[config.mk]
export PLATFORM = sky130hd
export DESIGN_NAME = vec_pack_flat
export DESIGN_NICKNAME = d
export VERILOG_FILES = /design/src/rtl/vec_pack_if.sv /design/src/rtl/vec_pack.sv /design/src/flat_wrapper.sv
export SDC_FILE = /design/constraint.sdc
export NUM_CORES = 1
export LEC_CHECK = 0
export BUFFER_PORTS_ARGS = -buffer_cell sky130_fd_sc_hd__buf_2
export CAP_MARGIN = 20
export CORE_UTILIZATION = 45
export DETAILED_ROUTE_END_ITERATION = 7
export PLACE_DENSITY = 0.68
export SYNTH_ARGS = -nofsm -noshare
export SYNTH_HDL_FRONTEND = slang
export SYNTH_SLANG_ARGS = --single-unit
[constraint.sdc]
create_clock -name clk -period 4.2 [get_ports clk]
set_input_delay 1.26 -clock clk [delete_from_list [all_inputs] [get_ports clk]]
set_output_delay 1.26 -clock clk [all_outputs]
set_load 0.01 [all_outputs]
[src/rtl/vec_pack_if.sv]
// Handshake bundle for vec_pack: FWFT upstream read side, downstream write side,
// plus flush request and status. The slave modport is the packer's view.
interface vec_pack_if #(
   parameter int BUS_WIDTH    = 96,
   parameter int VEC_ID_WIDTH = 8
);
   logic [BUS_WIDTH-1:0]    i_Vector;
   logic                    i_Valid;
   logic                    o_Read;
   logic                    i_Flush;
   logic                    i_Full;
   logic [BUS_WIDTH-1:0]    o_Vector;
   logic                    o_Valid;
   logic [VEC_ID_WIDTH-1:0] o_VecCount;
   logic                    o_Busy;

   modport slave (
      input  i_Vector, i_Valid, i_Flush, i_Full,
      output o_Read, o_Vector, o_Valid, o_VecCount, o_Busy
   );

   modport master (
      output i_Vector, i_Valid, i_Flush, i_Full,
      input  o_Read, o_Vector, o_Valid, o_VecCount, o_Busy
   );
endinterface

[src/rtl/vec_pack.sv]
// Packs bus-aligned vectors (last beat zero-padded) densely into a continuous
// BUS_WIDTH word stream, LSB-first, with flush of the trailing partial word.
module vec_pack #(
   parameter int BUS_WIDTH    = 96,
   parameter int VECTOR_WIDTH = 128,
   parameter int VEC_ID_WIDTH = 8
) (
   input  logic      clk,
   input  logic      rstn,
   vec_pack_if.slave bus
);
   localparam int BEATS = (VECTOR_WIDTH + BUS_WIDTH - 1) / BUS_WIDTH;
   localparam int REM   = VECTOR_WIDTH - (BEATS - 1) * BUS_WIDTH;
   localparam int FW    = $clog2(2 * BUS_WIDTH) + 1;
   localparam int BW    = (BEATS > 1) ? $clog2(BEATS) : 1;

   localparam logic [FW-1:0] W_F       = FW'(BUS_WIDTH);
   localparam logic [FW-1:0] REM_F     = FW'(REM);
   localparam logic [BW-1:0] LAST_BEAT = BW'(BEATS - 1);

   function automatic logic [BUS_WIDTH-1:0] low_mask(input logic [FW-1:0] nbits);
      logic [BUS_WIDTH-1:0] m;
      for (int i = 0; i < BUS_WIDTH; i++) m[i] = (FW'(i) < nbits);
      return m;
   endfunction

   logic [2*BUS_WIDTH-1:0]  acc_q, acc_d, acc_sh;
   logic [FW-1:0]           fill_q, fill_d, fill_sh, nbits;
   logic [BW-1:0]           beat_q, beat_d;
   logic                    flush_q, flush_d;
   logic [VEC_ID_WIDTH-1:0] cnt_q, cnt_d;
   logic [BUS_WIDTH-1:0]    ovec_q, ovec_d, beat_bits;
   logic                    oval_q, oval_d;
   logic                    last_beat, emit, rd, idle_head, drain;

   // Bits of acc at and above fill are always zero, so beats are OR-ed in.
   always_comb begin
      last_beat = (beat_q == LAST_BEAT);
      emit      = (fill_q >= W_F) && !bus.i_Full;
      rd        = rstn && bus.i_Valid && ((fill_q < W_F) || emit);
      idle_head = flush_q && !bus.i_Valid && (beat_q == '0);
      drain     = idle_head && (fill_q != '0) && (fill_q < W_F) && !bus.i_Full;

      acc_sh    = emit ? (acc_q >> BUS_WIDTH) : acc_q;
      fill_sh   = emit ? (fill_q - W_F) : fill_q;
      nbits     = last_beat ? REM_F : W_F;
      beat_bits = bus.i_Vector & low_mask(nbits);

      acc_d   = acc_sh;
      fill_d  = fill_sh;
      beat_d  = beat_q;
      cnt_d   = cnt_q;
      flush_d = flush_q | bus.i_Flush;
      ovec_d  = ovec_q;
      oval_d  = emit || drain;

      if (emit) ovec_d = acc_q[BUS_WIDTH-1:0];

      if (rd) begin
         acc_d  = acc_sh | ({{BUS_WIDTH{1'b0}}, beat_bits} << fill_sh);
         fill_d = fill_sh + nbits;
         if (last_beat) begin
            beat_d = '0;
            cnt_d  = cnt_q + VEC_ID_WIDTH'(1);
         end else begin
            beat_d = beat_q + BW'(1);
         end
      end

      // Drain only between vectors; a mid-vector flush waits for the last beat.
      if (drain) begin
         ovec_d  = acc_q[BUS_WIDTH-1:0] & low_mask(fill_q);
         acc_d   = '0;
         fill_d  = '0;
         flush_d = 1'b0;
      end else if (idle_head && (fill_q == '0)) begin
         flush_d = 1'b0;
      end
   end

   always_ff @(posedge clk or negedge rstn) begin
      if (!rstn) begin
         acc_q   <= '0;
         fill_q  <= '0;
         beat_q  <= '0;
         flush_q <= 1'b0;
         cnt_q   <= '0;
         ovec_q  <= '0;
         oval_q  <= 1'b0;
      end else begin
         acc_q   <= acc_d;
         fill_q  <= fill_d;
         beat_q  <= beat_d;
         flush_q <= flush_d;
         cnt_q   <= cnt_d;
         ovec_q  <= ovec_d;
         oval_q  <= oval_d;
      end
   end

   assign bus.o_Read     = rd;
   assign bus.o_Vector   = ovec_q;
   assign bus.o_Valid    = oval_q;
   assign bus.o_VecCount = cnt_q;
   assign bus.o_Busy     = (fill_q != '0) || flush_q;
endmodule

[src/flat_wrapper.sv]
// flat-port wrapper written by rule: the top's interface ports become plain ports
module vec_pack_flat 
#(
   parameter int BUS_WIDTH    = 96,
   parameter int VECTOR_WIDTH = 128,
   parameter int VEC_ID_WIDTH = 8
)
  (clk, rstn, bus_i_Vector, bus_i_Valid, bus_i_Flush, bus_i_Full, bus_o_Read, bus_o_Vector, bus_o_Valid, bus_o_VecCount, bus_o_Busy);
  vec_pack_if #(.BUS_WIDTH(BUS_WIDTH), .VEC_ID_WIDTH(VEC_ID_WIDTH)) bus_i ();
  input  logic clk;
  input  logic rstn;
  input wire logic [$bits(bus_i.i_Vector)-1:0] bus_i_Vector;
  input wire logic [$bits(bus_i.i_Valid)-1:0] bus_i_Valid;
  input wire logic [$bits(bus_i.i_Flush)-1:0] bus_i_Flush;
  input wire logic [$bits(bus_i.i_Full)-1:0] bus_i_Full;
  output wire logic [$bits(bus_i.o_Read)-1:0] bus_o_Read;
  output wire logic [$bits(bus_i.o_Vector)-1:0] bus_o_Vector;
  output wire logic [$bits(bus_i.o_Valid)-1:0] bus_o_Valid;
  output wire logic [$bits(bus_i.o_VecCount)-1:0] bus_o_VecCount;
  output wire logic [$bits(bus_i.o_Busy)-1:0] bus_o_Busy;
  assign bus_i.i_Vector = bus_i_Vector;
  assign bus_i.i_Valid = bus_i_Valid;
  assign bus_i.i_Flush = bus_i_Flush;
  assign bus_i.i_Full = bus_i_Full;
  assign bus_o_Read = bus_i.o_Read;
  assign bus_o_Vector = bus_i.o_Vector;
  assign bus_o_Valid = bus_i.o_Valid;
  assign bus_o_VecCount = bus_i.o_VecCount;
  assign bus_o_Busy = bus_i.o_Busy;
  vec_pack #(.BUS_WIDTH(BUS_WIDTH), .VECTOR_WIDTH(VECTOR_WIDTH), .VEC_ID_WIDTH(VEC_ID_WIDTH)) u_core (.clk(clk), .rstn(rstn), .bus(bus_i));
endmodule
Word-level counts from Yosys, hierarchy flattened
Index checks and enable logic that the tools add are counted.
- bits in registers: 308
- input port bits: 101
- output and inout port bits: 107
- word-level logic and storage cells: 241
- add/sub/neg operators: 4
- magnitude comparators: 194
- shift operators: 1
- multiplexer cells: 12
- bitwise gates (word level): 5
- reductions and logical operators: 18
- operators with widths (kind ; number):
    6-bit by 9-bit less-than comparator with 1-bit output, first input constant ; 64
    7-bit by 9-bit less-than comparator with 1-bit output, first input constant ; 64
    192-bit two-way mux ; 3
    5-bit by 9-bit less-than comparator with 1-bit output, first input constant ; 32
    96-bit bitwise AND ; 2
    96-bit two-way mux ; 2
    192-bit bitwise OR ; 1
    96-bit by 9-bit << shifter with 192-bit output ; 1
    4-bit by 9-bit less-than comparator with 1-bit output, first input constant ; 16
    3-bit by 9-bit less-than comparator with 1-bit output, first input constant ; 8
    1-bit by 9-bit less-than comparator with 1-bit output, first input constant ; 4
    2-bit by 9-bit less-than comparator with 1-bit output, first input constant ; 4
    9-bit two-way mux ; 3
    9-bit adder ; 1
    9-bit by 7-bit greater-or-equal comparator with 1-bit output, second input constant ; 1
    1-bit logical AND ; 9
    9-bit logical NOT ; 1
    9-bit by 7-bit less-than comparator with 1-bit output, second input constant ; 1
    9-bit nonzero test ; 1
    9-bit by 7-bit subtractor with 9-bit output, second input constant ; 1
    8-bit by 1-bit adder with 8-bit output, second input constant ; 1
    7-bit two-way mux ; 1
    1-bit logical OR ; 3
    1-bit two-way mux ; 3
    6 further kinds ; 7

Longest topological paths before layout
- depth after elaboration: 7
- mapped depth: 10
- gate-level depth less buffers: 8

Worst setup path after synthesis
Ideal clock, no wire load.
- path kind: input to output
- start: in bus_i_Full
- end: out bus_o_Read
- arrival time: 1987 ps
- required time: 2940 ps
- slack: 953 ps
- cell stages on the path: 4
- buffers on the path: 2
- cells stage by stage: buf_2 buf_1 a21o_4 inv_2
- longest elaborated chain between the ends: 4
- ends and longest elaborated chain (item ; RTL line ; source):
    start, declared ; flat_wrapper.sv:15 ; input wire logic [$bits(bus_i.i_Full)-1:0] bus_i_Full;
    1-bit logical NOT ; vec_pack.sv:39 ; emit = (fill_q >= W_F) && !bus.i_Full;
    1-bit logical AND ; vec_pack.sv:39 ;
    1-bit logical OR ; vec_pack.sv:40 ; rd = rstn && bus.i_Valid && ((fill_q < W_F) || emit);
    1-bit logical AND ; vec_pack.sv:40 ;
    end, declared ; flat_wrapper.sv:16 ; output wire logic [$bits(bus_i.o_Read)-1:0] bus_o_Read;
Every way passes these cells.

Worst setup path after layout
- start: reg u_core.fill_q[6]
- end: out bus_o_Read
- longest elaborated chain between the ends: 4
- elaborated cells on any way between the ends: 5
- classes of those cells: 2 x order compare; 3 x reduce/logical
- ends and longest elaborated chain (item ; RTL line ; source):
    start, declared ; vec_pack.sv:28 ; logic [FW-1:0] fill_q, fill_d, fill_sh, nbits;
    start signal, assigned ; vec_pack.sv:92 ; fill_q <= fill_d;
    9-bit by 7-bit greater-or-equal comparator with 1-bit output ; vec_pack.sv:39 ;
    1-bit logical AND ; vec_pack.sv:39 ;
    1-bit logical OR * ; vec_pack.sv:40 ;
    1-bit logical AND * ; vec_pack.sv:40 ;
Mark *: on every way between the ends. The rest lies on a longest branch, timed or not.

==> flow_summary.yaml <==
sta:
  tightest_slew_ns: 1.085
  finalCriticalPeriod_ns: 3.741
  timing.setup.tns_ns: 0
  rsz0062_at_grt: "false"
  slew_violations: 0
  finalSetupViolCount: 0
  slew_headroom_pct: 27.69
  fin_skew_ns: 0.02313
  fin_crit_sh_pct: 89.07
  finalHoldViolCount: 0
  max_freq_mhz: 267.3
synthesis:
  syn_avg_cell_area_um2: 9.359
  synth_top_area_cell: "dfrtp_1"
  synth_ff_type: "dfrtp_1"
  netlist_instances: 1664
  ys_ff_latch: 303
  synth_area_um2: 15570
  yosysWarningCount: 0
  yosys-top-cells-area: "dfrtp_1, nand2_1, mux2_2"
  async_flop_share_pct: 100.0
  netlist.area_leader.share_pct: 48.69
  synth_fp_nets: 1772
  yosysUniqueCellTypes: 66
  synth_edf_count: 0
  synth.yosys.seq_area_share_pct: 48.69
global_route:
  grt_max_degree: 157
  antenna_found_initial: 1
  gr-usage-met3_pct: 4.810
  grt.met2_usage_pct: 38.09
  met1_usage_pct: 41.53
  grt_pass1_wl_um: 75010
  grt.total_usage_pct: 26.71
  grt_overflow: 0
  first_global_vias: 12613
  busiest_layer: "met1"
cells_and_area:
  multi_input_area_um2: 7298
  finish.utilization_pct: 53.15
  fin_nets: 1911
  drive_gt1_share_pct: 26.66
  register_area_um2: 7582
  area_delta_synth_final_pct: 15.29
  final_cell_area_um2: 17950
  n_fill_cell: 3089
placement:
  gp_congestion: 0.9009
  port_buffers: 207
  hpwl_um: 31270
  dpl_cell_area_um2: 16910
floorplan:
  die_w_um: 188.0
  die_h_um: 188.0
  dieArea_um2: 35360
  io_pins: 208
  core-area_um2: 33780
  start_util_pct: 46.10
  num_rows: 67
critical_path:
  setup.worst_path.start_class: "register"
  cp.arrival_ns: 2.48
  cp_max_fo: 11
  critPathCaptureType: "output port"
  critPathKind: "register to output port"
  r2r_start: "u_core.fill_q[6]"
  cp.required_ns: 2.94
  critPathLaunch: "u_core.fill_q[6]"
clock_network:
  ctsResizeCount: 0
  htreeDepth: 1
  cts-buffers-inserted: 31
  path_clk_slew_ns: 0.06
  cts-root-buf: "clkbuf_16"
  clock_sinks: 303
  cts_tree: "done"
  clock_latency_ns: 0.57
  cts_hold_buf: 0
  cts_buffer_depth: 3
  cts_setup_buffers: 0
power_and_ir_drop:
  power.total_mw: 13.27
  powerDensity_nw_per_um2: 738.9
  pwr-share-seq_pct: 35.3
  power.internal_mw: 7.688
  total_leakage_power_nw: 8.313
  power_frac_comb_pct: 43.7
  p_sw_mw: 5.580
  peakVddDrop_mv: 0.6125
  sw_frac_of_total_pct: 42.06
  clock_power_share_pct: 21.0
detailed_routing:
  drtIter0Drc: 1239
  drc: 0
  vias: 13115
  drt_wl_total_um: 47570
  first_pass_iters: 5
  routed_via_density: 5.762
  drtAntennaViolNets: 0
  wl_per_cell_um: 20.90
hold_path:
  hp-class: "register to register"
  holdCritStartpoint: "u_core.bus.o_Vector[63]"
outcome:
  outcome: "complete, no violations"
job:
  maxCapViolations: 0
==> through the flow <==
| step | setup WS (ns) | hold WS (ns) | std cells |
|---|---|---|---|
| after floorplan | 0.9526 | 0.4348 | 1664 |
| after global routing | 0.3752 | 0.5049 | 2276 |
| after global placement | 0.7224 | 0.4535 | 2217 |
| final | 0.4589 | 0.4892 | 2276 |
| after detailed placement | 0.6961 | 0.4650 | 2217 |
| after CTS | 0.4657 | 0.4874 | 2274 |
==> synth_stat cells, drive strengths merged (4+ instances only) <==
library cell / n
dfrtp: 303
nor2: 109
nor3: 7
inv: 9
buf: 75
o21ai: 97
o221ai: 62
a221oi: 33
and3: 62
clkbuf: 63
a31oi: 65
a21oi: 97
ha: 6
mux2: 66
nand3: 4
and2: 32
or4b: 4
nor4: 4
nand2: 494
a22oi: 33
xnor2: 7
==> worst max-delay path: stages (launching register included) <==
cell and delay [ns]:
dfrtp_1 0.51, ha_1 0.38, or3_4 0.43, a21o_4 0.30, inv_2 0.14, buf_2 0.17
==> cells by family after synthesis <==
family          count (synthesis)  share of synthesized area [%]
compound gates                398                          18.54
xor+xnor                       10                         0.5624
fa+ha+maj                       7                         0.6106
buf+inv                       147                          4.708
flops                         303                          48.69
mux                            67                          5.150
simple gates                  732                          21.74
==> layout by cell type (no fill, tap or decap), types with 3 or more instances in the layout <==
cell	Yosys	final
a31oi_1	65	65
inv_2	3	4
o21ai_0	43	43
and3_4	23	23
a221oi_1	19	19
xor2_1	3	3
nor3_4	2	3
nand2_1	493	493
nor2b_1	3	3
nand3_1	4	4
buf_4	9	27
dfrtp_1	303	303
nor2_2	25	25
and2_1	31	32
o21ai_1	54	54
o221ai_2	35	35
and3_1	39	39
nor3_1	4	4
a21oi_1	97	97
clkbuf_1	63	7
mux2_2	53	53
a22oi_1	33	33
clkbuf_8	0	7
ha_1	6	6
a221oi_2	13	13
mux2_4	13	13
buf_12	0	9
buf_2	50	206
clkbuf_16	0	31
clkinv_2	0	7
xnor2_1	7	7
nor2_1	79	75
inv_1	5	4
nor2_4	5	9
o221ai_1	27	27
==> per-layer routing <==
metal  share of wire, %  wire (um)
met3                8.1       3855
met4                1.9        902
met5                  0          0
met1                 47      22560
met2                 43      20260
==> final cells by class <==
cell class                 count  share of cell area [%]
antenna                        1                 0.01394
clock buffer                  45                   5.003
clock inverter                12                  0.6690
inverter                       9                  0.2021
multi-input combinational   1214                   40.65
sequential                   303                   42.23
tap                          448                   3.122
timing repair buffer         244                   8.112
==> registers in the layout, summed over array words and instances (netlist names) <==
| register | cells |
|---|---|
| u_core.bus.o_VecCount | 8 |
| u_core.fill_q | 4 |
| u_core.bus.o_Vector | 96 |
| u_core.bus.o_Valid | 1 |
| u_core.flush_q | 1 |
| u_core.acc_q | 192 |
| u_core.beat_q | 1 |
==> power by group through the flow <==
stage                     registers, mW  clock network, mW  logic (mW)
after global placement             4.68                  0        5.57
final                              4.68               2.79        5.80
after floorplan                    4.55                  0        4.11
after global routing               4.77               2.94        6.31
after CTS                          4.64               2.82        5.71
after detailed placement           4.69                  0        5.69
==> final timing paths <==
kind | end | slack, ns | cells past startpoint
max | bus_o_Read | 0.46 | 5
min | u_core.bus.o_Vector[63] | 0.49 | 2
max reg2reg | u_core.acc_q[160] | 1.10 | 6
min reg2reg | u_core.bus.o_Vector[63] | 0.49 | 2
max in group asynchronous | u_core.acc_q[141] | 2.09 | 3
min in group asynchronous | u_core.bus.o_Vector[90] | 0.79 | 2
Note: power is estimated with default switching activity, not from simulation.
